==> config.mk <==
export PLATFORM = sky130hd
export DESIGN_NAME = i2s_rx
export DESIGN_NICKNAME = d
export VERILOG_FILES = /design/src/rtl/i2s_pkg.sv /design/src/rtl/i2s_sync_edge.sv /design/src/rtl/i2s_rx.sv
export SDC_FILE = /design/constraint.sdc
export NUM_CORES = 1
export LEC_CHECK = 0
export BUFFER_PORTS_ARGS = -buffer_cell sky130_fd_sc_hd__buf_2
export CAP_MARGIN = 20
export CORE_MARGIN = 5
export CORE_UTILIZATION = 50
export DETAILED_ROUTE_END_ITERATION = 10
export PLACE_DENSITY = 0.69
export SKIP_LAST_GASP = 1
export SLEW_MARGIN = 20
export SYNTH_ARGS = -nofsm -noshare
export SYNTH_HDL_FRONTEND = slang
export SYNTH_SLANG_ARGS = --single-unit
==> constraint.sdc <==
create_clock -name clk -period 4.95 [get_ports clk]
set_input_delay 0.495 -clock clk [delete_from_list [all_inputs] [get_ports clk]]
set_output_delay 0.495 -clock clk [all_outputs]
set_load 0.03 [all_outputs]
==> src/rtl/i2s_pkg.sv <==
// Shared I2S definitions: channel encoding, receiver states and default widths
// used by both the transmitter and the receiver.
package i2s_pkg;

  localparam logic I2S_LEFT  = 1'b0;
  localparam logic I2S_RIGHT = 1'b1;

  localparam int I2S_DATA_W = 16;
  localparam int I2S_SLOT_W = 32;

  typedef enum logic {
    SYNC = 1'b0,
    RUN  = 1'b1
  } rx_state_t;

endpackage

==> src/rtl/i2s_sync_edge.sv <==
// Brings sck/lrck/data into the clk domain and flags each sck rising edge,
// with lrck and data delivered on the same cycle as the edge strobe.
module i2s_sync_edge (
  input  logic clk,
  input  logic reset_n,
  input  logic sck,
  input  logic lrck,
  input  logic data,
  output logic sck_rise,
  output logic lrck_sync,
  output logic data_sync
);

  logic [1:0] sck_ff;
  logic [1:0] lrck_ff;
  logic [1:0] data_ff;
  logic       sck_prev;

  // lrck/data get one extra stage so they stay aligned with the registered edge strobe
  always_ff @(posedge clk) begin
    if (!reset_n) begin
      sck_ff    <= '0;
      lrck_ff   <= '0;
      data_ff   <= '0;
      sck_prev  <= 1'b0;
      sck_rise  <= 1'b0;
      lrck_sync <= 1'b0;
      data_sync <= 1'b0;
    end else begin
      sck_ff    <= {sck_ff[0], sck};
      lrck_ff   <= {lrck_ff[0], lrck};
      data_ff   <= {data_ff[0], data};
      sck_prev  <= sck_ff[1];
      sck_rise  <= sck_ff[1] & ~sck_prev;
      lrck_sync <= lrck_ff[1];
      data_sync <= data_ff[1];
    end
  end

endmodule

==> src/rtl/i2s_rx.sv <==
// I2S receiver: deserialises standard I2S frames (MSB first, one-bit delay,
// lrck low = left) and presents left/right pairs on a valid/ready interface.
module i2s_rx
  import i2s_pkg::*;
#(
  parameter int DATA_W = I2S_DATA_W,
  parameter int SLOT_W = I2S_SLOT_W
) (
  input  logic              clk,
  input  logic              reset_n,
  input  logic              i2s_sck,
  input  logic              i2s_lrck,
  input  logic              i2s_data,
  output logic [DATA_W-1:0] left_data,
  output logic [DATA_W-1:0] right_data,
  output logic              sample_valid,
  input  logic              sample_ready,
  output logic              overrun,
  output logic              frame_err,
  input  logic              err_clr
);

  localparam int CNT_W = $clog2(SLOT_W + 1);
  localparam logic [CNT_W-1:0] DATA_CNT = CNT_W'(DATA_W);
  localparam logic [CNT_W-1:0] SLOT_CNT = CNT_W'(SLOT_W);
  localparam logic [CNT_W-1:0] CNT_ONE  = CNT_W'(1);

  logic              sck_rise;
  logic              lrck_s;
  logic              data_s;

  rx_state_t         state;
  rx_state_t         state_next;

  logic              lrck_prev;
  logic              lrck_chg;
  logic [CNT_W-1:0]  bit_cnt;
  logic [CNT_W-1:0]  cnt_step;
  logic [DATA_W-1:0] shift_reg;
  logic [DATA_W-1:0] shift_step;
  logic [DATA_W-1:0] left_hold;
  logic              left_hold_valid;

  logic              pair_fire;
  logic [DATA_W-1:0] pair_left;
  logic [DATA_W-1:0] pair_right;

  logic              sync_start;
  logic              run_shift;
  logic              slot_end;
  logic              word_ok;
  logic              commit_left;
  logic              commit_right;
  logic              short_slot;

  i2s_sync_edge u_sync (
    .clk       (clk),
    .reset_n   (reset_n),
    .sck       (i2s_sck),
    .lrck      (i2s_lrck),
    .data      (i2s_data),
    .sck_rise  (sck_rise),
    .lrck_sync (lrck_s),
    .data_sync (data_s)
  );

  assign lrck_chg = (lrck_s != lrck_prev);

  // Bits past DATA_W only advance the counter, which saturates at SLOT_W
  always_comb begin
    shift_step = shift_reg;
    cnt_step   = bit_cnt;
    if (bit_cnt < DATA_CNT) begin
      shift_step = {shift_reg[DATA_W-2:0], data_s};
      cnt_step   = bit_cnt + CNT_ONE;
    end else if (bit_cnt < SLOT_CNT) begin
      cnt_step   = bit_cnt + CNT_ONE;
    end
  end

  always_ff @(posedge clk) begin
    if (!reset_n) begin
      state <= SYNC;
    end else begin
      state <= state_next;
    end
  end

  always_comb begin
    state_next = state;
    case (state)
      SYNC:    if (sck_rise && lrck_chg && lrck_prev == I2S_RIGHT) state_next = RUN;
      RUN:     state_next = RUN;
      default: state_next = SYNC;
    endcase
  end

  always_comb begin
    sync_start = 1'b0;
    run_shift  = 1'b0;
    slot_end   = 1'b0;
    case (state)
      SYNC: sync_start = sck_rise && lrck_chg && lrck_prev == I2S_RIGHT;
      RUN: begin
        run_shift = sck_rise;
        slot_end  = sck_rise && lrck_chg;
      end
      default: ;
    endcase
  end

  // The edge that shows the lrck change still carries the old channel's last bit
  assign word_ok      = (cnt_step >= DATA_CNT);
  assign commit_left  = slot_end && word_ok && lrck_prev == I2S_LEFT;
  assign commit_right = slot_end && word_ok && lrck_prev == I2S_RIGHT;
  assign short_slot   = slot_end && !word_ok;

  always_ff @(posedge clk) begin
    if (!reset_n) begin
      lrck_prev       <= 1'b0;
      bit_cnt         <= '0;
      shift_reg       <= '0;
      left_hold       <= '0;
      left_hold_valid <= 1'b0;
      pair_fire       <= 1'b0;
      pair_left       <= '0;
      pair_right      <= '0;
    end else begin
      pair_fire <= 1'b0;
      if (sck_rise) lrck_prev <= lrck_s;
      if (sync_start || slot_end) begin
        bit_cnt   <= '0;
        shift_reg <= '0;
      end else if (run_shift) begin
        bit_cnt   <= cnt_step;
        shift_reg <= shift_step;
      end
      if (commit_left) begin
        left_hold       <= shift_step;
        left_hold_valid <= 1'b1;
      end
      if (commit_right && left_hold_valid) begin
        pair_fire       <= 1'b1;
        pair_left       <= left_hold;
        pair_right      <= shift_step;
        left_hold_valid <= 1'b0;
      end
      if (short_slot) left_hold_valid <= 1'b0;
    end
  end

  // Acceptance in the same cycle as a new pair frees the slot, so no overrun then
  always_ff @(posedge clk) begin
    if (!reset_n) begin
      left_data    <= '0;
      right_data   <= '0;
      sample_valid <= 1'b0;
      overrun      <= 1'b0;
      frame_err    <= 1'b0;
    end else begin
      if (pair_fire && (!sample_valid || sample_ready)) begin
        left_data    <= pair_left;
        right_data   <= pair_right;
        sample_valid <= 1'b1;
      end else if (sample_valid && sample_ready) begin
        sample_valid <= 1'b0;
      end
      overrun   <= err_clr ? 1'b0 : (overrun | (pair_fire && sample_valid && !sample_ready));
      frame_err <= err_clr ? 1'b0 : (frame_err | short_slot);
    end
  end

endmodule

==> impl_results.md <==
- Status: finished clean
- Fraction of layout cells with a size suffix above 1: 0.188
- Sequential share of the synthesized area: 0.520
- Final setup vio count: 0
- GP Congestion: between 0.7 and 0.8
- Starting DRT DRC Count: 110
- First-pass GRT wire length: 14.7 mm
- Mean post-synth cell area: ~9.4 um2
- Min cycle time layout: 2290 ps
- Area after DPL: approximately 4800 um2
- Total Routing Usage GR: 0.161
- Final Instance Area: ~5400 um2
- Slowest stage delay, CP: roughly 480 ps
- Num Clock Sinks: between 100 and 150
- HP Class: input pin to flip-flop
- Number of global-route vias before repair: around 3,300
- Power share of the sequential group: 0.446
- Power, Total: 2.16 mW
- TritonCTS clock tree: done
- # hold bufs at CTS: 0
- Number of distinct library cells after synthesis: 35
- Drt first pass iters: 4
- Wire per inst: approximately 13 um
- P_sw: about 460 uW
- Antenna violations before repair: 0
- Layout Utilization: 0.590
- Critical setup path kind: flip-flop to flip-flop
- CP Depth: 7
- Port Buf Inserts: 41
- Startpoint types: flip-flop
- EDFF count, synth: 0
- Crit-path leading delay family: compound AO/OA/AOI/OAI gates
- Top-Level Pins: between 40 and 50
- Grt total ovfl: 0
- CTS root buf: clkbuf_8
- Reg clk slew, reported paths: about 60 ps
- R2R cell count: 7
- Chip height: around 110 um
- Fin crit share: 0.464
- Row count: 35
- Post-DRT Antenna Nets: 0
- FMAX: approximately 440 MHz
- Post-DP HPWL: around 5.3 mm
- Die area: 11,200 um2
- Synth Net Count: between 400 and 500
- Worst setup startpoint: bit_cnt[4]$_SDFFE_PP0P_
- Hold Slack: about 190 ps
- Ys async rst share: 0
- Largest net degree at the start of global routing: about 110
- Slowest cell on crit path: dfxtp_1
- Arr. time, crit path: approximately 2700 ps
- Final wirelength: approximately 8.3 mm
- Termination of the worst setup path: pair_right[14]$_SDFFE_PN0P_
- Yosys reg bits: around 120
- Net Sw Frac: 0.212
- Final net count: about 530
- Top_reg_cell synth: dfxtp_1
- Max Cap Viol: 0
- Synth warnings: 0
- Slew headroom: 0.374
- Cells after Synth: 488
- R2r setup slk: around 2700 ps
- Critical R2R Capture: pair_right[14]$_SDFFE_PN0P_
- Clk_lat worst skew: 500 ps
- CTS HTree Levels: 4
- TritonCTS buffer count: 17
- Count of endpoints failing hold in the final timing report: 0
- DR vias/cell: 5.06
- RSZ-0062 raised after global routing: false
- Setup crit end kind: flip-flop
- Cell Int Power: around 1.7 mW
- Multi-input gate area: 2040 um2
- Core area: approximately 9000 um2
- Max VDD drop: around 0.22 mV
- Aggregate negative setup slack: 0 ps
- Postcts setup bufs: 0
- Worst path required time: around 5300 ps
- FF-to-FF Start: bit_cnt[4]$_SDFFE_PP0P_
- Initial Utilization: 0.503
- Clock skew: 7.36 ps
- CP bufs+invs: 1
- Synth Cell Area: between 4000 and 5000 um2
- Cts repair resizes: 0
- Comb power frac: 0.012
- Leakage: between 1.5 and 2 nW
- Max-slew violation count: 0
- Antenna cells: 0
- Clk buf depth: 2
- Synth-to-Final Area Change: 17.3%
- Crit path max fanout: 33
- Sequential standard cell area: 2380 um2
- Slew @ Worst Pin: between 900 and 1000 ps
- Fill cells: about 800
- Remaining DRCs: 0
- Worst-path cell chain: and3_1 > nand3_1 > ha_1 > o31ai_2 > a21oi_4 > buf_4 > mux2i_1
- Clock Power Share: 0.543
- Vias: roughly 3,300
- PwrDens: approximately 400 nW/um2
- Die width: approximately 110 um
-- power by group through the flow --
stage / registers, mW / logic [mW] / clock network, mW
after floorplan: 0.983 / 0.0195 / 0
after global placement: 0.983 / 0.0253 / 0
after detailed placement: 0.983 / 0.0253 / 0
after CTS: 0.962 / 0.0254 / 1.19
after global routing: 0.962 / 0.0281 / 1.25
final: 0.962 / 0.0249 / 1.17
-- placed cells by master (no fill, tap or decap), drive strengths merged --
cell      netlist  final
o31ai           1      1
o21ai           2      2
a21oi          21     21
xnor2           1      1
nand4           2      2
clkinv          0      4
nand2b          2      2
and3b           1      1
clkbuf         21     18
mux2           16     16
o21a            3      3
dfxtp         119    119
nand2         163    163
and2           12     12
bufinv          0      2
inv             2      4
a31oi           1      1
and3            1      1
a211oi          1      1
nand4b          1      1
nor2            9      9
mux2i          50     50
buf            11     45
clkinvlp        0      6
ha              2      2
xor2            4      4
nor2b           8      8
nand3           2      2
a21boi         32     32
-- kinds of logic after synthesis --
family | count (synthesis) | share of synthesized area
flip-flops | 119 | 0.520
adder cells (fa/ha/maj) | 2 | 0.00546
AND/OR/NAND/NOR | 201 | 0.185
multiplexers | 66 | 0.148
AO/OA/AOI/OAI | 61 | 0.0930
buffers and inverters | 34 | 0.0377
XOR/XNOR | 5 | 0.0112
-- worst min-delay path by stage --
| stage | start | endpoint | slack (ps) | depth (start not counted) |
|---|---|---|---|---|
| floorplan | u_sync.sck_prev$_SDFF_PN0_ | u_sync.sck_rise$_SDFF_PN0_ | 370 | 1 |
| CTS | i2s_data | u_sync.data_ff[0]$_SDFF_PN0_ | 170 | 2 |
| finish | i2s_data | u_sync.data_ff[0]$_SDFF_PN0_ | 190 | 2 |
| global route | i2s_lrck | u_sync.lrck_ff[0]$_SDFF_PN0_ | 180 | 2 |
| detailed placement | u_sync.sck_prev$_SDFF_PN0_ | u_sync.sck_rise$_SDFF_PN0_ | 380 | 1 |
| global placement | u_sync.sck_prev$_SDFF_PN0_ | u_sync.sck_rise$_SDFF_PN0_ | 370 | 1 |
-- layout make-up --
| type | instances | share of cell area |
|---|---|---|
| clock inverter | 14 | 0.0279 |
| inverter | 2 | 0.00140 |
| multi-input combinational | 335 | 0.379 |
| sequential | 119 | 0.443 |
| tap | 111 | 0.0258 |
| clock buffer | 18 | 0.0796 |
| timing repair buffer | 45 | 0.0437 |
-- cell usage after synthesis, drive strengths merged (3+ instances only) --
master / n / area share
dfxtp: 119 / 0.52
nor2b: 8 / 0.011
nand2: 163 / 0.13
o21a: 3 / 0.0049
a21boi: 32 / 0.052
xor2: 4 / 0.0093
clkbuf: 21 / 0.017
mux2: 16 / 0.039
nor2: 9 / 0.0079
a21oi: 21 / 0.028
mux2i: 50 / 0.11
buf: 11 / 0.019
and2: 12 / 0.016
-- metrics by stage --
step / setup WS (ps) / cells
floorplan: 2950 / 488
global placement: 2730 / 612
CTS: 2630 / 644
global route: 2540 / 644
finish: 2660 / 644
detailed placement: 2650 / 612
-- routing by layer --
layer,vias to the layer above,wire length (um),GRT usage
met5,-,0,0
met4,0,94,0.0611
met3,12,278,0.0527
met2,43,4030,0.277
met1,1532,3870,0.186
li1,1672,-,-
No activity file was read; power rests on OpenSTA's default activity.
